## src/rtl/aq_cp0_atp_pkg.sv

```systemverilog
// Shared encodings and helpers for the CP0 address-translation-pointer CSR bank.
package aq_cp0_atp_pkg;

    localparam logic [3:0] MODE_BARE = 4'd0;
    localparam logic [3:0] MODE_SV39 = 4'd8;
    localparam logic [3:0] MODE_SV48 = 4'd9;

    localparam int MODE_LSB = 60;
    localparam int ASID_LSB = 44;
    localparam int PPN_LSB  = 0;

    typedef enum logic {
        ATP_IDLE = 1'b0,
        ATP_REQ  = 1'b1
    } atp_state_e;

    function automatic logic atp_mode_legal(input logic [3:0] mode, input logic sv48_en);
        return (mode == MODE_BARE) || (mode == MODE_SV39) || (sv48_en && (mode == MODE_SV48));
    endfunction

endpackage

```

## src/rtl/aq_cp0_atp_reg.sv

```systemverilog
// One satp-format register: WARL MODE, ASID/PPN truncated to the implemented widths.
module aq_cp0_atp_reg
    import aq_cp0_atp_pkg::*;
#(
    parameter int ASID_WIDTH = 16,
    parameter int PPN_WIDTH  = 28,
    parameter int SV48_EN    = 0
) (
    input  logic        regs_clk,
    input  logic        cpurst_b,
    input  logic        we_i,
    input  logic [63:0] wdata_i,
    output logic [63:0] nxt_o,
    output logic [63:0] val_o
);

    logic [3:0]            mode_q, mode_d;
    logic [ASID_WIDTH-1:0] asid_q, asid_d;
    logic [PPN_WIDTH-1:0]  ppn_q,  ppn_d;
    logic                  unused_wdata;

    // Illegal MODE keeps the old mode, but ASID/PPN are still taken from the write.
    always_comb begin
        mode_d = atp_mode_legal(wdata_i[MODE_LSB +: 4], SV48_EN != 0) ? wdata_i[MODE_LSB +: 4] : mode_q;
        asid_d = wdata_i[ASID_LSB +: ASID_WIDTH];
        ppn_d  = wdata_i[PPN_LSB +: PPN_WIDTH];
    end

    always_ff @(posedge regs_clk or negedge cpurst_b) begin
        if (!cpurst_b) begin
            mode_q <= MODE_BARE;
            asid_q <= '0;
            ppn_q  <= '0;
        end else if (we_i) begin
            mode_q <= mode_d;
            asid_q <= asid_d;
            ppn_q  <= ppn_d;
        end
    end

    always_comb begin
        val_o                         = '0;
        val_o[MODE_LSB +: 4]          = mode_q;
        val_o[ASID_LSB +: ASID_WIDTH] = asid_q;
        val_o[PPN_LSB +: PPN_WIDTH]   = ppn_q;
        nxt_o                         = '0;
        nxt_o[MODE_LSB +: 4]          = mode_d;
        nxt_o[ASID_LSB +: ASID_WIDTH] = asid_d;
        nxt_o[PPN_LSB +: PPN_WIDTH]   = ppn_d;
    end

    assign unused_wdata = ^wdata_i;

endmodule

```

## src/rtl/aq_cp0_atp_ctrl.sv

```systemverilog
// ATP CSR bank: per-register storage, IDLE/REQ update handshake to the MMU, IUI stalls.
module aq_cp0_atp_ctrl
    import aq_cp0_atp_pkg::*;
#(
    parameter int ATP_NUM    = 2,
    parameter int ASID_WIDTH = 16,
    parameter int PPN_WIDTH  = 28,
    parameter int SV48_EN    = 0,
    localparam int SELW      = (ATP_NUM > 1) ? $clog2(ATP_NUM) : 1
) (
    input  logic                  regs_clk,
    input  logic                  cpurst_b,
    input  logic [63:0]           iui_regs_wdata,
    input  logic [ATP_NUM-1:0]    atp_local_en,
    input  logic                  smcir_local_en_raw,
    input  logic                  mmu_cp0_cmplt,
    input  logic                  mmu_cp0_atp_ack,
    output logic                  cp0_mmu_atp_req,
    output logic [SELW-1:0]       cp0_mmu_atp_sel,
    output logic [63:0]           cp0_mmu_atp_data,
    output logic [64*ATP_NUM-1:0] atp_value,
    output logic [63:0]           cp0_dtu_satp,
    output logic                  regs_iui_atp_stall,
    output logic                  regs_iui_smcir_stall
);

    atp_state_e                 state_q, state_d;
    logic                       commit;
    logic [ATP_NUM-1:0]         we;
    logic [ATP_NUM-1:0][63:0]   nxt, val;
    logic [SELW-1:0]            sel_q, sel_d;
    logic [63:0]                data_q, data_d;

    // A write only lands while no update is outstanding, so ordering is preserved.
    assign regs_iui_atp_stall   = (|atp_local_en) & (state_q == ATP_REQ);
    assign commit               = (|atp_local_en) & ~regs_iui_atp_stall;
    assign we                   = atp_local_en & {ATP_NUM{commit}};
    assign regs_iui_smcir_stall = smcir_local_en_raw & (~mmu_cp0_cmplt | (state_q == ATP_REQ));

    for (genvar g = 0; g < ATP_NUM; g++) begin : g_atp
        aq_cp0_atp_reg #(
            .ASID_WIDTH (ASID_WIDTH),
            .PPN_WIDTH  (PPN_WIDTH),
            .SV48_EN    (SV48_EN)
        ) u_reg (
            .regs_clk (regs_clk),
            .cpurst_b (cpurst_b),
            .we_i     (we[g]),
            .wdata_i  (iui_regs_wdata),
            .nxt_o    (nxt[g]),
            .val_o    (val[g])
        );
        assign atp_value[64*g +: 64] = val[g];
    end

    assign cp0_dtu_satp = val[0];

    always_ff @(posedge regs_clk or negedge cpurst_b) begin
        if (!cpurst_b) state_q <= ATP_IDLE;
        else           state_q <= state_d;
    end

    always_comb begin
        state_d = state_q;
        case (state_q)
            ATP_IDLE: if (commit)          state_d = ATP_REQ;
            ATP_REQ:  if (mmu_cp0_atp_ack) state_d = ATP_IDLE;
            default:                       state_d = ATP_IDLE;
        endcase
    end

    always_comb begin
        cp0_mmu_atp_req  = (state_q == ATP_REQ);
        cp0_mmu_atp_sel  = sel_q;
        cp0_mmu_atp_data = data_q;
    end

    // Capture the legalised value the selected register is about to take.
    always_comb begin
        sel_d  = sel_q;
        data_d = data_q;
        if (commit && (state_q == ATP_IDLE)) begin
            sel_d  = '0;
            data_d = '0;
            for (int i = 0; i < ATP_NUM; i++) begin
                if (atp_local_en[i]) begin
                    sel_d  = sel_d | SELW'(i);
                    data_d = data_d | nxt[i];
                end
            end
        end
    end

    always_ff @(posedge regs_clk or negedge cpurst_b) begin
        if (!cpurst_b) begin
            sel_q  <= '0;
            data_q <= '0;
        end else begin
            sel_q  <= sel_d;
            data_q <= data_d;
        end
    end

endmodule

```

## config.mk

```make
export PLATFORM = sky130hd
export DESIGN_NAME = aq_cp0_atp_ctrl
export DESIGN_NICKNAME = d
export VERILOG_FILES = /design/src/rtl/aq_cp0_atp_pkg.sv /design/src/rtl/aq_cp0_atp_reg.sv /design/src/rtl/aq_cp0_atp_ctrl.sv
export SDC_FILE = /design/constraint.sdc
export NUM_CORES = 1
export LEC_CHECK = 0
export ABC_AREA = 1
export BUFFER_PORTS_ARGS = -buffer_cell sky130_fd_sc_hd__buf_2
export CAP_MARGIN = 30
export CORE_MARGIN = 2
export CORE_UTILIZATION = 29
export CTS_CLUSTER_SIZE = 25
export DETAILED_ROUTE_END_ITERATION = 12
export PLACE_DENSITY = 0.57
export SYNTH_ARGS = -nofsm -noshare
export SYNTH_HDL_FRONTEND = slang
export SYNTH_HIERARCHICAL = 1
export SYNTH_SLANG_ARGS = --single-unit
export TNS_END_PERCENT = 20
```

## constraint.sdc

```tcl
create_clock -name regs_clk -period 2.13 [get_ports regs_clk]
set_input_delay 0.426 -clock regs_clk [delete_from_list [all_inputs] [get_ports regs_clk]]
set_output_delay 0.426 -clock regs_clk [all_outputs]
set_load 0.02 [all_outputs]
```

# Word level (Yosys, flattened, before mapping)

Cells that the tools add are included.

Flip-flop bits (word level): 162
Bits of input ports: 71
Word-level logic and storage cells: 32

Eq/ne operators: 1
Multiplexer cells: 9
Bitwise gates (word level): 9
Reductions and logical operators: 4

Operators with widths:

| cell                                        | count |
|---|---|
| 64-bit two-way mux                          | 3 |
| 64-bit OR                                   | 1 |
| 4-bit two-way mux                           | 2 |
| 4-bit equality test (second input constant) | 1 |
| 4-bit logical NOT                           | 1 |
| 1-bit AND                                   | 3 |
| 1-bit two-way mux                           | 3 |
| 1-bit NOT                                   | 3 |
| 2-bit AND                                   | 1 |
| 1-bit one-hot mux with 2 select lines       | 1 |
| 2-bit OR reduction                          | 1 |
| 1-bit logical AND                           | 1 |
| 1-bit logical OR                            | 1 |
| 1-bit OR                                    | 1 |

# Logic depth before layout (Yosys ltp)

Gate-level depths: netlist of run 1.

Depth after elaboration: 8
Gate-level depth with buffers: 10
Gate-level depth less buffers: 8

# Hierarchy

The synthesis of run 1 kept the hierarchy.

By module, submodules not included:

| module          | instances | cells an instance | area an instance (um^2) | sequential area each (um^2) |
|---|---|---|---|---|
| aq_cp0_atp_reg  | 2         | 290               | 2,529.9                 | 1,201.2 |
| aq_cp0_atp_ctrl | 1         | 556               | 3,778.6                 | 1,651.6 |

# Worst setup path after synthesis of run 1

No wires, ideal clock.

Kind: reg-to-reg
Start point: register state_q (netlist: cp0_mmu_atp_req)
End point: register g_atp[0].u_reg.mode_q[3]
Library setup time: 0.117 ns
Arrival time: 1.549 ns
Slack: 0.464 ns
Cell stages (with the launch flop): 11
Period minus slack after synthesis: 1.666 ns
Path through: dfrtp_1 inv_2 o21ai_2 buf_4 buf_2 nor2_1 buf_6 buf_6 nand3_4 nand2_1 nand2_1

Longest elaborated chain between the ends: 4

RTL lines:

| what                     | RTL line              | source |
|---|---|---|
| start: declaration       | aq_cp0_atp_ctrl.sv:27 | `atp_state_e state_q, state_d;` |
| start signal: assignment | aq_cp0_atp_ctrl.sv:60 | `else state_q <= state_d;` |
| 1-bit AND                | aq_cp0_atp_ctrl.sv:35 | `assign regs_iui_atp_stall = (\|atp_local_en) & (state_q == ATP_REQ);` |
| 1-bit NOT                | aq_cp0_atp_ctrl.sv:36 | `assign commit = (\|atp_local_en) & ~regs_iui_atp_stall;` |
| 1-bit AND                | aq_cp0_atp_ctrl.sv:36 |  |
| 2-bit AND                | aq_cp0_atp_ctrl.sv:37 | `assign we = atp_local_en & {ATP_NUM{commit}};` |
| named net we[0]          | aq_cp0_atp_ctrl.sv:29 | `logic [ATP_NUM-1:0] we;` |
| end signal: assignment   | aq_cp0_atp_reg.sv:35  | `mode_q <= mode_d;` |
| end: declaration         | aq_cp0_atp_reg.sv:17  | `logic [3:0] mode_q, mode_d;` |

The timed path passes the listed nets, and every way through them passes these cells.
A chain may end at the register's enable or synchronous reset.

# Worst setup path in the final report of run 1

Start point: register state_q (netlist: cp0_mmu_atp_req)
End point: output port regs_iui_smcir_stall

Longest elaborated chain between the ends: 2

RTL lines:

| what             | RTL line              | source |
|---|---|---|
| 1-bit OR         | aq_cp0_atp_ctrl.sv:38 | `assign regs_iui_smcir_stall = smcir_local_en_raw & (~mmu_cp0_cmplt \| (state_q == ATP_REQ));` |
| 1-bit AND        | aq_cp0_atp_ctrl.sv:38 |  |
| end: declaration | aq_cp0_atp_ctrl.sv:24 | `output logic regs_iui_smcir_stall` |

Every way passes these cells.

==> out/results.ini, run 1 <==
[status]
status=finished, final reports clean

[clock_tree]
post_cts.repair.setup_buffers=0
clk_pin_slew_ns=0.07
tritoncts=built
htree_levels=4
clk_latency_ns=0.43
cts_buffer_depth=2
cts_resized=0
cts_root_buffer=clkbuf_16
cts_num_sinks=162
cts_buffers=17

[sta]
clock.fmax_mhz=583.1
relSlewSlack_pct=40.13
timing_hold_violations_final=0
rsz0062_at_grt=no
finalSetupViolations=0
min_period_over_period_pct=80.52
finClkSkew_ns=0.01505
setup_tns_ns=0
final_max_slew_viol_count=0
worst_pin_slew_ns=0.8959
holdWs_ns=0.2007
fin_crit_ns=1.715

[power]
p_seq_share_pct=36.9
power_mw=12.70
switching_share_pct=42.21
power_density_nw_per_um2=1304
clkPwrFrac_pct=24.9
p_comb_share_pct=38.2
p_int_mw=7.337
leakage_nw=5.703
max-vdd-ir-drop_v=0.0004612
p_switching_mw=5.359

[layout]
post_route_cells_drive_above_1_share_pct=25.76
n_fill_cell=3124
syn_to_final_growth_pct=10.14
final_cells=1640
antennaDiodeCount=0
fin_nets=1308
fin_area_um2=9734

[logic_synthesis]
synthesis.area_um2=8838
ys_warn_count=6
netlist.area_leader.share_pct=45.87
syn_area_per_cell_um2=7.780
async_flop_share_pct=100.0
synth_top_flop_cell=dfrtp_1
synth_area_leader_cell=dfrtp_1
synth_edf_count=0
syn_inst=1136
synth-seq-area-share_pct=45.87
synthTopCellsByArea=dfrtp_1 (46%), nand2_1 (21%), buf_4 (19%), inv_1 (4.5%), o21ai_0 (4.0%)
synth_cell_type_count=19
ys_ff_latch=162

[critical_path]
cp-start-kind=flop
slowest_delay_ns=0.42
cp_max_fo=5
regToRegSetupSlack_ns=0.45
crit_chain=inv_2, a21boi_0, buf_2
worstPathRequired_ns=1.70
slowest_stage=dfrtp_1
arrival_ns=1.29
worst_setup_path_end_kind=output port
crit_type=flop to output port

[route]
ant_nets=0
drc=0
first_pass_iters=4
viasPerCell=3.982
wl_um=21040
drt_iter0_drc=275
avgRoutedWirePerCell_um=12.83
num_vias=6530

[placed_design]
hpwlAfterDp_um=14320
place.gp.congestion=0.7549
placed_cells=1607
placed_area_um2=9135
port-buffer-count=266

[worst_hold_path]
holdCritPathClass=input port to flop

[floorplan]
die_w_um=178.6
die-area_um2=31890
start_util_pct=29.66
row_count=63
core_um2=29800
die_y_um=178.6
pin_count=331

[grt]
grtUsageTotal_pct=13.43
grt_pass1_vias=6230
grt_max_degree=91
overflow=0
grt_pass1_wl_um=33330
antenna_found_initial=0

[job]
cap_violations=0

[final cells by class]
cell class	instances	area [um2]	area share, %
well taps	390	488.0	5.013
inverters	108	405.4	4.165
flip-flops and latches	162	4054	41.65
multi-input cells	665	2680	27.53
clock buffers	20	456.7	4.692
repair buffers	283	1518	15.59
clock inverters	12	132.6	1.362
[cells by family after synthesis]
group                  count (synthesis)  share of synthesized area [%]
flip-flops                           162                          45.87
buffers and inverters                371                          26.61
other                                  2                        0.08497
AND/OR/NAND/NOR                      510                          22.21
AO/OA/AOI/OAI                         91                          5.224
[power by group through the flow]
stage                     sequential [mW]  clock (mW)  combinational, mW
final                                4.69        3.16               4.85
after global routing                 4.84        3.40               5.37
after CTS                            4.71        3.27               4.94
after detailed placement             4.75           0               4.93
after global placement               4.72           0               4.89
after floorplan                      5.98           0               2.39
[synth_stat cells, types with 3 or more instances]
cell      number
nand3_1        3
nand2_1      491
dfrtp_1      162
o21ai_1       18
clkbuf_1       6
inv_1        107
buf_4        225
o21ai_0       71
buf_6         12
buf_2         20
nor2_1         9
[routing by layer]
metal | vias to the layer above | wire length (um) | GRT usage, %
li1 | 3309 | - | -
met3 | 9 | 1372 | 3.645
met5 | - | 0 | 0
met4 | 0 | 143 | 2.981
met1 | 3014 | 9841 | 17.96
met2 | 198 | 9687 | 21.69
[worst paths after layout]
check | startpoint | to | cells after the start
max in group asynchronous | cpurst_b | cp0_mmu_atp_data[29]$_DFFE_PN0P_ | 3
worst min register to register | cp0_mmu_atp_data[40]$_DFFE_PN0P_ | cp0_mmu_atp_data[40]$_DFFE_PN0P_ | 2
min in group asynchronous | cpurst_b | g_atp[1].u_reg/asid_q[5]$_DFFE_PN0P_ | 2
worst min-delay path | mmu_cp0_atp_ack | cp0_mmu_atp_req$_DFF_PN0_ | 2
worst max-delay path | cp0_mmu_atp_req$_DFF_PN0_ | regs_iui_smcir_stall | 3
worst max register to register | cp0_mmu_atp_req$_DFF_PN0_ | cp0_mmu_atp_data[23]$_DFFE_PN0P_ | 4
[flip-flops by register name, summed over array words and instances, names as in the netlist]
name and count:
g_atp.u_reg/asid_q 32, cp0_mmu_atp_sel 1, g_atp.u_reg/mode_q 8, cp0_mmu_atp_req 1
cp0_mmu_atp_data 64, g_atp.u_reg/ppn_q 56
[placed cells by master (no fill, tap or decap), drive strengths merged]
cell type	netlist	final
o21ai	90	90
clkinvlp	0	3
clkbuf	6	20
nor2	12	12
dlygate4sd3	0	1
nand4	2	2
inv	108	109
conb	2	64
bufinv	0	2
a21boi	1	1
nand3	5	5
nand2	491	491
buf	257	282
clkinv	0	6
dfrtp	162	162
[metrics by stage]
stage / utilization (%) / setup WS (ns)
2_1_floorplan: - / 0.4639
3_3_place_gp: 30.66 / 0.2032
3_5_place_dp: 30.66 / 0.1753
4_1_cts: 32.67 / 0.3878
5_1_grt: 32.67 / 0.2637
6_report: 32.67 / 0.4149
[critical path: cells and delay by family (launching register included)]
kind / cells / cell delay, ns
AOI/OAI and AO/OA: 1 / 0.15
buffers and inverters: 2 / 0.29
DFF: 1 / 0.42
[what timing repair did]
item                                    CTS  global route
hold buffers                              1             0
endpoints found under the setup margin    0             0
endpoints found under the hold margin    24             0
Note: power is estimated with default switching activity, not from simulation.
==> inputs of run 2 (changes only) <==
==> constraint.sdc (replaced) <==
create_clock -name regs_clk -period 1.8 [get_ports regs_clk]
set_input_delay 0.36 -clock regs_clk [delete_from_list [all_inputs] [get_ports regs_clk]]
set_output_delay 0.36 -clock regs_clk [all_outputs]
set_load 0.02 [all_outputs]
==> out/results.ini, run 2 (synthesized netlist as in run 1, its figures left out) <==
[status]
status=finished, final reports clean

[route]
drt_iter0_drc=336  ; +22%
drc=0  ; unchanged
num_vias=6413  ; -1.8%
ant_nets=0  ; unchanged
first_pass_iters=4  ; unchanged
avgRoutedWirePerCell_um=12.39  ; -3.5%
wl_um=20330  ; -3.4%
viasPerCell=3.908  ; -1.9%

[clock_tree]
cts_buffers=17  ; unchanged
clk_pin_slew_ns=0.07  ; about the same
post_cts.repair.setup_buffers=0  ; unchanged
cts_root_buffer=clkbuf_16
cts_resized=0  ; unchanged
cts_num_sinks=162  ; unchanged
htree_levels=4  ; unchanged
clk_latency_ns=0.42  ; about the same
tritoncts=built
cts_buffer_depth=2  ; unchanged

[critical_path]
worstPathRequired_ns=1.44  ; -0.26 ns
crit_type=flop to output port
cp_max_fo=5  ; unchanged
cp-start-kind=flop
arrival_ns=1.28  ; about the same
worst_setup_path_end_kind=output port
regToRegSetupSlack_ns=0.41  ; -0.04 ns

[placed_design]
hpwlAfterDp_um=14090  ; -1.6%
place.gp.congestion=0.7492  ; -0.76%
placed_cells=1608  ; +0.062%
port-buffer-count=266  ; unchanged

[layout]
largest_reg_flops=64  ; unchanged
post_route_cells_drive_above_1_share_pct=25.66  ; -0.10 points
layout_common_cells=nand2_1 (491), buf_2 (265), dfrtp_1 (162), inv_1 (106), o21ai_0 (71)
fin_nets=1309  ; +0.076%
antennaDiodeCount=0  ; unchanged
n_fill_cell=3154  ; +0.96%
mostFrequentLayoutCell=nand2_1
final_cells=1641  ; +0.061%
syn_to_final_growth_pct=10.56

[sta]
finalSetupViolations=0  ; unchanged
final_max_slew_viol_count=0  ; unchanged
timing_hold_violations_final=0  ; unchanged
rsz0062_at_grt=no
finClkSkew_ns=0.01036  ; -0.004695 ns
setup_tns_ns=0  ; unchanged
fin_crit_ns=1.638
min_period_over_period_pct=91.01
clock.fmax_mhz=610.4

[floorplan]
core_um2=29800  ; unchanged
die_y_um=178.6  ; unchanged
die-area_um2=31890  ; unchanged
pin_count=331  ; unchanged
die_w_um=178.6  ; unchanged
start_util_pct=29.66  ; unchanged
row_count=63  ; unchanged

[grt]
overflow=0  ; unchanged
grt_pass1_vias=6162  ; -1.1%
grtUsageTotal_pct=13.05  ; -0.39 points
grt_max_degree=65  ; -29%
grt_pass1_wl_um=32540  ; -2.4%
antenna_found_initial=1  ; +1

[worst_hold_path]
holdCritPathClass=input port to flop

[job]
cap_violations=0  ; unchanged

[power]
leakage_nw=5.712  ; +0.16%
max-vdd-ir-drop_v=0.0006390  ; +39%
power_density_nw_per_um2=1530  ; +17%

-- run 2: changes by cell type in the layout (fill, tap and decap cells not counted), sizes merged --
| cell | previous run | this run |
|---|---|---|
| clkbuf | 20 | 21 |
| buf | 282 | 283 |
| clkinv | 6 | 5 |
-- run 2: path summary, 6_finish.rpt --
check | start | endpoint | depth (start not counted)
setup / recovery | cp0_mmu_atp_req$_DFF_PN0_ | regs_iui_smcir_stall | 3
hold / removal | mmu_cp0_atp_ack | cp0_mmu_atp_req$_DFF_PN0_ | 2
setup reg to reg | cp0_mmu_atp_req$_DFF_PN0_ | g_atp[0].u_reg/mode_q[3]$_DFFE_PN0P_ | 7
hold reg to reg | cp0_mmu_atp_data[4]$_DFFE_PN0P_ | cp0_mmu_atp_data[4]$_DFFE_PN0P_ | 2
max in group asynchronous | cpurst_b | g_atp[1].u_reg/mode_q[2]$_DFFE_PN0P_ | 3
min in group asynchronous | cpurst_b | g_atp[1].u_reg/asid_q[3]$_DFFE_PN0P_ | 2
-- run 2: routing by layer --
metal	track usage [%]	share of wire, %	vias to the layer above
met5	0	0.054	-
met4	3.489	0.92	2
met3	3.389	6.5	13
met2	21.70	46	192
met1	16.78	46	2890
li1	-	-	3316
-- run 2: cell type report --
class | count | area (um2) | area share [%]
clock inverter | 11 | 131.4 | 1.344
inverter | 108 | 405.4 | 4.149
tap | 390 | 488.0 | 4.994
sequential | 162 | 4054 | 41.49
multi-input combinational | 665 | 2680 | 27.43
clock buffer | 21 | 450.4 | 4.609
timing repair buffer | 284 | 1563 | 15.99
-- run 2: critical path: stages (launching register included) --
cell	delay (ns)
dfrtp_1	0.42
inv_2	0.10
a21boi_0	0.16
buf_2	0.19
-- run 2: through the flow --
stage	instance area, um2	utilization, %	total power, mW	hold WS (ns)	worst slack, ns
floorplan	9071	-	9.896	0.06441	0.1339
global placement	9180	30.81	11.40	0.2600	0.2955
detailed placement	9180	30.81	11.46	0.2624	0.2986
CTS	9772	32.80	15.22	0.1186	0.1341
global route	9772	32.80	16.01	0.1349	0.08405
finish	9772	32.80	14.95	0.1330	0.1618
-- run 2: timing repair --
| item | 4_1_cts | 5_1_grt |
|---|---|---|
| hold endpoints to repair | 22 | 0 |
| hold buffers | 1 | 0 |
| setup endpoints to repair | 0 | 0 |
-- run 2: where the power goes --
group / internal (mW) / total (mW) / switching [mW]
Sequential: 4.83 / 5.55 / 0.714
Combinational: 1.75 / 5.75 / 4.00
Clock: 2.09 / 3.65 / 1.56
==> inputs of run 3 (changes only) <==
--- a/config.mk
+++ b/config.mk
@@ -5,7 +5,7 @@
 export SDC_FILE = /design/constraint.sdc
 export NUM_CORES = 1
 export LEC_CHECK = 0
-export ABC_AREA = 1
+export ABC_AREA = 0
 export BUFFER_PORTS_ARGS = -buffer_cell sky130_fd_sc_hd__buf_2
 export CAP_MARGIN = 30
 export CORE_MARGIN = 2
==> out/results.ini, run 3 <==
[status]
status=finished, final reports clean

[layout]
largest_reg_flops=64  ; unchanged
mostFrequentLayoutCell=buf_2
fin_nets=858  ; -34%
syn_to_final_growth_pct=12.44
layout_common_cells=buf_2 (265), dfrtp_1 (161), mux2_2 (90), a22oi_1 (64), conb_1 (64)
fin_area_um2=9389  ; -3.9%
antennaDiodeCount=0  ; unchanged
post_route_cells_drive_above_1_share_pct=53.87  ; +28 points
utilization_pct=32.89  ; +0.093 points
final_cells=1184  ; -28%

[sta]
fin_crit_ns=1.649  ; +0.01113 ns
rsz0062_at_grt=no
finClkSkew_ns=0.006145  ; -0.004211 ns
finalSetupViolations=0  ; unchanged
fin_ws_ns=0.1507  ; -0.01113 ns
final_max_slew_viol_count=0  ; unchanged
timing_hold_violations_final=0  ; unchanged
clock.fmax_mhz=606.3  ; -0.68%
setup_tns_ns=0  ; unchanged
holdWs_ns=0.1171  ; -0.01592 ns
min_period_over_period_pct=91.63  ; +0.62 points

[power]
p_comb_share_pct=32.2  ; -6.3 points
p_switching_mw=4.516  ; -28%
max-vdd-ir-drop_v=0.0005197  ; -19%
power_density_nw_per_um2=1310  ; -14%
leakage_nw=4.454  ; -22%
p_int_mw=7.787  ; -10%
power_mw=12.30  ; -18%
clkPwrFrac_pct=28.1  ; +3.7 points
p_seq_share_pct=39.7  ; +2.6 points
switching_share_pct=36.70  ; -5.2 points

[critical_path]
regToRegSetupSlack_ns=0.15  ; -0.26 ns
cp-start-kind=flop
crit_type=flop to flop
worst_setup_path_end_kind=flop
worstPathRequired_ns=2.10  ; +0.66 ns
arrival_ns=1.95  ; +0.67 ns
cp_max_fo=15  ; +10

[clock_tree]
htree_levels=4  ; unchanged
cts_resized=0  ; unchanged
cts_buffers=17  ; unchanged
tritoncts=built
cts_buffer_depth=2  ; unchanged
cts_root_buffer=clkbuf_16
cts_num_sinks=162  ; unchanged
clk_latency_ns=0.41  ; about the same
clk_pin_slew_ns=0.06  ; about the same

[placed_design]
port-buffer-count=266  ; unchanged
placed_area_um2=8810  ; -4.0%
place.gp.congestion=0.7360  ; -1.8%
hpwlAfterDp_um=12810  ; -9.1%
placed_cells=1149  ; -29%
dp_slack_ns=0.2588  ; -0.03988 ns

[worst_hold_path]
holdCritPathClass=input port to flop

[logic_synthesis]
synthesis.area_um2=8351  ; -5.5%
netlist.area_leader.share_pct=48.55  ; +2.7 points
ys_ff_latch=162  ; unchanged
synthTopCellsByArea=dfrtp_1 (49%), buf_4 (21%), mux2_2 (12%), a22oi_1 (5.8%), o2bb2ai_1 (5.7%)
syn_area_per_cell_um2=12.50  ; +61%
synth.most_common_cell=buf_4
synth-seq-area-share_pct=48.55  ; +2.7 points
async_flop_share_pct=100.0  ; unchanged
ys_warn_count=6  ; unchanged
synth_area_leader_cell=dfrtp_1
synth_top_flop_cell=dfrtp_1
yosys-top-cells-count=buf_4 (230), dfrtp_1 (162), mux2_2 (90)
synth_cell_type_count=21  ; +2
synth_edf_count=0  ; unchanged
syn_inst=668  ; -41%

[grt]
grt_pass1_wl_um=29390  ; -9.7%
grt_max_degree=54  ; -17%
grt_pass1_vias=4973  ; -19%
antenna_found_initial=0  ; -1
overflow=0  ; unchanged
grtUsageTotal_pct=12.43  ; -0.62 points

[floorplan]
die_w_um=173.7  ; -2.7%
die_y_um=173.7  ; -2.7%
row_count=62  ; -1.6%
start_util_pct=29.25  ; -0.41 points
core_um2=28550  ; -4.2%
die-area_um2=30170  ; -5.4%
pin_count=331  ; unchanged

[route]
drt_iter0_drc=164  ; -51%
first_pass_iters=4  ; unchanged
viasPerCell=4.268  ; +9.2%
wl_um=18680  ; -8.1%
ant_nets=0  ; unchanged
drc=0  ; unchanged
num_vias=5053  ; -21%
avgRoutedWirePerCell_um=15.78  ; +27%

[job]
cap_violations=0  ; unchanged

[run 3: worst max-delay path, cell delays in order, from the launching register on]
cell     delay (ns)
dfrtp_4        0.49
buf_4          0.19
nor2b_4        0.17
buf_4          0.31
mux2_2         0.37
[run 3: routing by layer]
metal | vias to the layer above | track usage (%) | routed length, um
li1 | 2325 | - | -
met1 | 2512 | 16.32 | 8434
met5 | - | 0 | 0
met2 | 201 | 20.18 | 8822
met3 | 15 | 3.465 | 1231
met4 | 0 | 3.326 | 190
[run 3: layout make-up]
type | instances | area (um2)
multi-input combinational | 309 | 2606
inverter | 2 | 7.507
clock inverter | 12 | 97.59
sequential | 162 | 4058
tap | 384 | 480.5
clock buffer | 20 | 456.7
fill | 2920 | 19160
timing repair buffer | 295 | 1683
[run 3: path summary, 6_finish.rpt]
kind	endpoint	start	cells after the start
min in group asynchronous	g_atp[1].u_reg/asid_q[6]$_DFFE_PN0P_	cpurst_b	2
hold / removal	cp0_mmu_atp_req$_DFF_PN0_	mmu_cp0_atp_ack	2
setup reg to reg	g_atp[1].u_reg/asid_q[0]$_DFFE_PN0P_	cp0_mmu_atp_req$_DFF_PN0_	4
setup / recovery	g_atp[1].u_reg/asid_q[0]$_DFFE_PN0P_	cp0_mmu_atp_req$_DFF_PN0_	4
hold reg to reg	cp0_mmu_atp_data[9]$_DFFE_PN0P_	cp0_mmu_atp_data[9]$_DFFE_PN0P_	1
max in group asynchronous	cp0_mmu_atp_data[13]$_DFFE_PN0P_	cpurst_b	4
[run 3: what timing repair did]
action,4_1_cts,5_1_grt
endpoints found under the setup margin,2,0
buffers inserted,3,0
endpoints found under the hold margin,33,0
hold buffers,1,0
[run 3: cell families after synthesis]
family / synth area share [%]
buffers and inverters: 23.21
DFF: 48.55
AOI/OAI and AO/OA: 13.68
muxes: 12.41
and+or+nand+nor: 2.068
other: 0.08993
[run 3: power groups by stage]
stage,Combinational [mW],Clock [mW],Sequential [mW]
final,3.96,3.46,4.88
after global routing,4.22,3.76,5.01
after CTS,4.02,3.63,4.90
after detailed placement,4.01,0,4.95
after global placement,3.98,0,4.94
after floorplan,2.08,0,5.92
